--- src/rtl/alu_exec_unit.sv ---
`default_nettype none
// ============================================================================
// Module   : alu_exec_unit
// Purpose  : Handshaked ALU execution unit. Single-cycle arithmetic, logic,
//            compare and branch-condition ops; serial one-bit-per-cycle shifts.
// Revision : 1.0 - initial release
// ============================================================================

module alu_exec_unit #(
  parameter int XLEN = 32
) (
  input  logic            clk,
  input  logic            rst_n,
  input  logic            in_valid,
  output logic            in_ready,
  input  logic [3:0]      ctrl,
  input  logic [XLEN-1:0] op_a,
  input  logic [XLEN-1:0] op_b,
  output logic            out_valid,
  input  logic            out_ready,
  output logic [XLEN-1:0] result,
  output logic            branch_taken,
  output logic            busy
);

  localparam int SHW = $clog2(XLEN);

  localparam logic [3:0] c_add  = 4'b0000;
  localparam logic [3:0] c_sub  = 4'b0001;
  localparam logic [3:0] c_xor  = 4'b0010;
  localparam logic [3:0] c_or   = 4'b0011;
  localparam logic [3:0] c_and  = 4'b0100;
  localparam logic [3:0] c_sll  = 4'b0101;
  localparam logic [3:0] c_srl  = 4'b0110;
  localparam logic [3:0] c_sra  = 4'b0111;
  localparam logic [3:0] c_slt  = 4'b1000;
  localparam logic [3:0] c_sltu = 4'b1001;
  localparam logic [3:0] c_beq  = 4'b1010;
  localparam logic [3:0] c_bne  = 4'b1011;
  localparam logic [3:0] c_blt  = 4'b1100;
  localparam logic [3:0] c_bge  = 4'b1101;
  localparam logic [3:0] c_bltu = 4'b1110;
  localparam logic [3:0] c_bgeu = 4'b1111;

  // Shift kind is the low two bits of the shift codes (01 sll, 10 srl, 11 sra)
  localparam logic [1:0] c_kind_sll = 2'b01;
  localparam logic [1:0] c_kind_srl = 2'b10;

  typedef enum logic [1:0] {
    IDLE  = 2'd0,
    SHIFT = 2'd1,
    HOLD  = 2'd2
  } state_t;

  state_t          r_state;
  state_t          w_state_nxt;

  logic [XLEN-1:0] r_acc;
  logic [SHW-1:0]  r_cnt;
  logic [1:0]      r_shift_kind;
  logic [XLEN-1:0] r_result;
  logic            r_branch_taken;
  logic            r_out_valid;

  logic            w_accept;
  logic            w_is_shift;
  logic [SHW-1:0]  w_shamt;
  logic            w_go_shift;
  logic            w_eq;
  logic            w_lt_s;
  logic            w_lt_u;
  logic [XLEN-1:0] w_alu_res;
  logic            w_taken;
  logic [XLEN-1:0] w_acc_step;
  logic            w_last_shift;

  assign w_accept     = in_valid && (r_state == IDLE);
  assign w_is_shift   = (ctrl == c_sll) || (ctrl == c_srl) || (ctrl == c_sra);
  assign w_shamt      = op_b[SHW-1:0];
  assign w_go_shift   = w_is_shift && (w_shamt != '0);
  assign w_last_shift = (r_state == SHIFT) && (r_cnt == SHW'(1));

  assign w_eq   = (op_a == op_b);
  assign w_lt_s = ($signed(op_a) < $signed(op_b));
  assign w_lt_u = (op_a < op_b);

  // Single-cycle function; shift codes pass op_a through for the shamt-0 case
  always_comb begin
    w_alu_res = '0;
    w_taken   = 1'b0;
    case (ctrl)
      c_add:  w_alu_res = op_a + op_b;
      c_sub:  w_alu_res = op_a - op_b;
      c_xor:  w_alu_res = op_a ^ op_b;
      c_or:   w_alu_res = op_a | op_b;
      c_and:  w_alu_res = op_a & op_b;
      c_sll,
      c_srl,
      c_sra:  w_alu_res = op_a;
      c_slt:  w_alu_res = {{(XLEN-1){1'b0}}, w_lt_s};
      c_sltu: w_alu_res = {{(XLEN-1){1'b0}}, w_lt_u};
      c_beq:  w_taken   = w_eq;
      c_bne:  w_taken   = !w_eq;
      c_blt:  w_taken   = w_lt_s;
      c_bge:  w_taken   = !w_lt_s;
      c_bltu: w_taken   = w_lt_u;
      c_bgeu: w_taken   = !w_lt_u;
      default: w_alu_res = '0;
    endcase
    if (ctrl[3] && (ctrl[2] || ctrl[1])) begin
      w_alu_res = {{(XLEN-1){1'b0}}, w_taken};
    end
  end

  always_comb begin
    w_acc_step = r_acc;
    case (r_shift_kind)
      c_kind_sll: w_acc_step = {r_acc[XLEN-2:0], 1'b0};
      c_kind_srl: w_acc_step = {1'b0, r_acc[XLEN-1:1]};
      default:    w_acc_step = {r_acc[XLEN-1], r_acc[XLEN-1:1]};
    endcase
  end

  always_ff @(posedge clk or negedge rst_n) begin
    if (!rst_n) begin
      r_state <= IDLE;
    end else begin
      r_state <= w_state_nxt;
    end
  end

  always_comb begin
    w_state_nxt = r_state;
    case (r_state)
      IDLE: begin
        if (w_accept) begin
          w_state_nxt = w_go_shift ? SHIFT : HOLD;
        end
      end
      SHIFT: begin
        if (w_last_shift) begin
          w_state_nxt = HOLD;
        end
      end
      HOLD: begin
        if (out_ready) begin
          w_state_nxt = IDLE;
        end
      end
      default: w_state_nxt = IDLE;
    endcase
  end

  always_ff @(posedge clk or negedge rst_n) begin
    if (!rst_n) begin
      r_acc          <= '0;
      r_cnt          <= '0;
      r_shift_kind   <= '0;
      r_result       <= '0;
      r_branch_taken <= 1'b0;
      r_out_valid    <= 1'b0;
    end else begin
      r_out_valid <= (w_state_nxt == HOLD);
      if (w_accept) begin
        r_acc          <= op_a;
        r_cnt          <= w_shamt;
        r_shift_kind   <= ctrl[1:0];
        r_branch_taken <= w_taken;
        if (!w_go_shift) begin
          r_result <= w_alu_res;
        end
      end else if (r_state == SHIFT) begin
        r_acc <= w_acc_step;
        r_cnt <= r_cnt - SHW'(1);
        if (w_last_shift) begin
          r_result <= w_acc_step;
        end
      end
    end
  end

  assign in_ready     = (r_state == IDLE);
  assign busy         = (r_state != IDLE);
  assign out_valid    = r_out_valid;
  assign result       = r_result;
  assign branch_taken = r_branch_taken;

endmodule

`default_nettype wire

--- config.mk ---
export PLATFORM = sky130hd
export DESIGN_NAME = alu_exec_unit
export DESIGN_NICKNAME = d
export VERILOG_FILES = /design/src/rtl/alu_exec_unit.sv
export SDC_FILE = /design/constraint.sdc
export NUM_CORES = 1
export LEC_CHECK = 0
export BUFFER_PORTS_ARGS = -buffer_cell sky130_fd_sc_hd__buf_2
export CAP_MARGIN = 20
export CORE_MARGIN = 5
export CORE_UTILIZATION = 55
export DETAILED_ROUTE_END_ITERATION = 7
export GPL_TIMING_DRIVEN = 0
export PLACE_DENSITY_LB_ADDON = 0.15
export SLEW_MARGIN = 20
export SYNTH_ARGS = -nofsm -noshare
export SYNTH_HDL_FRONTEND = slang
export SYNTH_SLANG_ARGS = --single-unit
--- constraint.sdc ---
create_clock -name clk -period 2.4 [get_ports clk]
set_clock_uncertainty 0.1 [all_clocks]
set_input_delay 0.12 -clock clk [delete_from_list [all_inputs] [get_ports clk]]
set_output_delay 0.12 -clock clk [all_outputs]
set_load 0.02 [all_outputs]
==> impl_results.md <==
- Layout Cells excl Fill: between 1500 and 2000
- Root buffer cell: clkbuf_16
- Fmax: 401 MHz
- Top cell by count, worst path: o21bai_4
- CP max FO: 4
- # H-tree levels: 3
- Lkg Pwr: 5.77 nW
- Most frequent cells in the layout: buf_4 (114), o21ai_0 (103), nor2_1 (93)
- Critical Path Slowest Stage Cell: o41ai_4
- Cell Area, Synth: roughly 9400 um2
- R2r setup slk: -0.05 ns
- Final setup margin: -0.0944 ns
- Ratio of cells with drive above 1 in the final layout: a little over a third
- Crit path capture type: flop
- Core region area: approximately 17000 um2
- Worst Setup Path Type: input port to flop
- Ys async rst share: 100%
- Clock Sinks: 75
- Tightest Hold Check Type: input port to flop
- Hold WS: -0.00466 ns
- Power Density: about 740 nW/um2
- Die Footprint: 19800 um2
- Status: finished with violations
- Top FF cell, synth: dfrtp_1
- Synth warn: 0
- Max VDD drop: approximately 0.00084 V
- Vias in the first global route: 11100
- Die X: roughly 140 um
- Final Hold Vio Count: 2
- Endpoints failing setup: 16
- Syn nets: 1441
- Post-Synthesis Cells: 1255
- Fin crit share: 104%
- Global-route wire length before repair: ~63000 um
- Sequential fraction of the synthesis area: 19.9%
- DRC errors left: 0
- 1st-iter DRT viols: roughly 1800
- DR vias: about 12000
- Violations in the final reports: hold timing, setup timing
- Post-DR vias/cell: 7.05
- Worst Tran Pin Value: 0.723 ns
- Final ANT Viol Nets: 0
- Final nets: 1677
- PortBufs: ~110
- Initial antenna violation count: 1
- Crit path arrival time: approximately 2.6 ns
- Buf+Inv Stages, Crit Path: 2
- Total congestion overflow: 0
- Buffers from clock root to sink, at most: 2
- Post-Syn Area per Cell: 7.51 um2
- Total track usage: between 40% and 50%
- RSZ-0062 raised after global routing: true
- Worst-skew pair later-pin latency: between 0.3 and 0.4 ns
- Finished Core Util: between 80% and 90%
- Die Y: around 140 um
- TritonRoute pass-1 iters: 6
- Final Cell Area: 13400 um2
- CP max stage delay: around 0.37 ns
- FF+latch count, synth: 75
- Largest net degree at the start of global routing: just under 60
- Initial Utilization: between 50 and 60%
- Synth-to-Final Area Change: 42.6%
- Drt total wl: about 44000 um
- CTS tree: yes
- Slew Limit Fails: 0
- WL/cell: about 26 um
- Antenna cell count: 0
- Final min period: about 2.5 ns
- Ports: about 110
- Crit start category: input port
- Worst-path cell chain: buf_12 -> clkinvlp_4 -> ha_4 -> o21bai_4 -> a211oi_4 -> o21bai_4 -> a21oi_4 -> o41ai_4 -> a211oi_2 -> o21bai_1 -> mux2_1 -> o31a_1
- Num rows: 47
- GP Congestion: between 1 and 1.5
- Slew headroom: about half
- Tot Pwr: approximately 0.01 W
- Area after DPL: 10400 um2
- Number of flops mapped to enable cells by yosys: 0
- Max-Cap Viols: 0
- Fillers: 1107
- Most common cell after layout, fill and taps aside: buf_4
- Synth unique cells: 87
- Clock edge transition at the registers on the reported setup and hold paths: about 0.06 ns
- CP delay by family, top: compound AO/OA/AOI/OAI gates
- HPWL Detailed: 30500 um
- CP Data Required Time: around 2.5 ns
- Cts bufs inserted: 9
- Cells after DPL: 1581
[tightest hold or removal path, cell delays in order]
cell and delay [ns]:
buf_4 0.12, a22oi_1 0.09, nand2_1 0.07
[power breakdown]
| part | switching, W | internal (W) |
|---|---|---|
| logic | 0.00384 | 0.00235 |
| clock network | 0.000512 | 0.000812 |
| registers | 0.000505 | 0.00188 |
| total | 0.00485 | 0.00504 |
[area by class of cell]
cell class	instances	area, um2	share of cell area [%]
flip-flops and latches	75	1880	14.0
multi-input cells	994	8190	61.0
repair buffers	235	1900	14.1
inverters	100	422	3.14
clock buffers	15	288	2.14
well taps	220	275	2.05
clock inverters	1	5.00	0.0372
plain buffers	76	483	3.59
[flip-flops by register name, summed over array words and instances (netlist names)]
register / flops
r_state: 2
r_acc: 32
r_cnt: 5
result: 32
out_valid: 1
branch_taken: 1
r_shift_kind: 2
[per-stage QoR]
step | worst slack, ns | TNS (ns)
4_1_cts | -0.00689 | -0.00862
3_5_place_dp | -1.12 | -33.65
5_1_grt | -0.170 | -1.87
2_1_floorplan | -0.0988 | -0.149
6_report | -0.0944 | -0.715
3_3_place_gp | -1.14 | -31.64
[final timing paths]
kind / from / end / cells after the start
setup reg to reg: r_cnt[1]$_DFFE_PN0P_ / result[25]$_DFFE_PN0P_ / 10
hold reg to reg: result[10]$_DFFE_PN0P_ / result[10]$_DFFE_PN0P_ / 2
min in group asynchronous: rst_n / r_cnt[0]$_DFFE_PN0P_ / 2
hold / removal: op_b[3] / r_cnt[3]$_DFFE_PN0P_ / 3
setup / recovery: op_a[1] / result[21]$_DFFE_PN0P_ / 12
max in group asynchronous: rst_n / r_acc[21]$_DFFE_PN0P_ / 3
[cell families after synthesis]
family,after synthesis,share of synthesized area (%)
simple gates,363,18.5
xor+xnor,12,1.12
flops,75,19.9
buf+inv,186,8.21
mux,12,1.38
compound gates,493,35.6
fa+ha+maj,114,15.3
[repair_timing]
| action | CTS | global route |
|---|---|---|
| hold buffers | 17 | 2 |
| buffers inserted | 61 | 50 |
| gates cloned | 1 | 1 |
| hold endpoints to repair | 91 | 2 |
| pin swaps | 79 | 106 |
| setup endpoints to repair | 72 | 55 |
| gates resized for setup | 276 | 198 |
[synth_stat cells (all sizes together) (3+ instances only)]
cell type,n,share of area (%)
o21ai,127,6.8
ha,112,15
nor2,108,4.4
inv,100,4.0
nand2,86,3.5
a22oi,79,6.3
a21oi,76,4.1
dfrtp,75,20
nor3,51,2.8
buf,46,2.6
clkbuf,40,1.6
nand3,29,1.5
a221oi,23,2.1
a31oi,22,1.5
a211oi,20,1.9
a21o,19,1.5
nor2b,17,1.1
o21bai,17,1.5
o211ai,14,1.1
o31ai,13,1.0
or3,12,0.90
nand4,10,0.66
nor4,10,0.66
xnor2,9,0.84
and3,8,0.53
o21a,8,0.64
o221ai,8,0.74
a221o,7,0.74
and2,7,0.46
mux2i,7,0.74
nand2b,7,0.46
a211o,6,0.56
a21boi,6,0.48
a31o,6,0.56
or2,6,0.40
a2111oi,5,0.48
mux2,5,0.64
nor3b,5,0.40
o2111ai,5,0.46
o22ai,5,0.33
o311ai,5,0.54
a41oi,3,0.28
xor2,3,0.28
[layer usage]
metal	wire (um)	GRT usage, %
met2	18500	60.3
met4	2780	19.3
met5	13	0
met3	6800	11.1
met1	16200	54.4
Power figures use the tool's default switching activity.
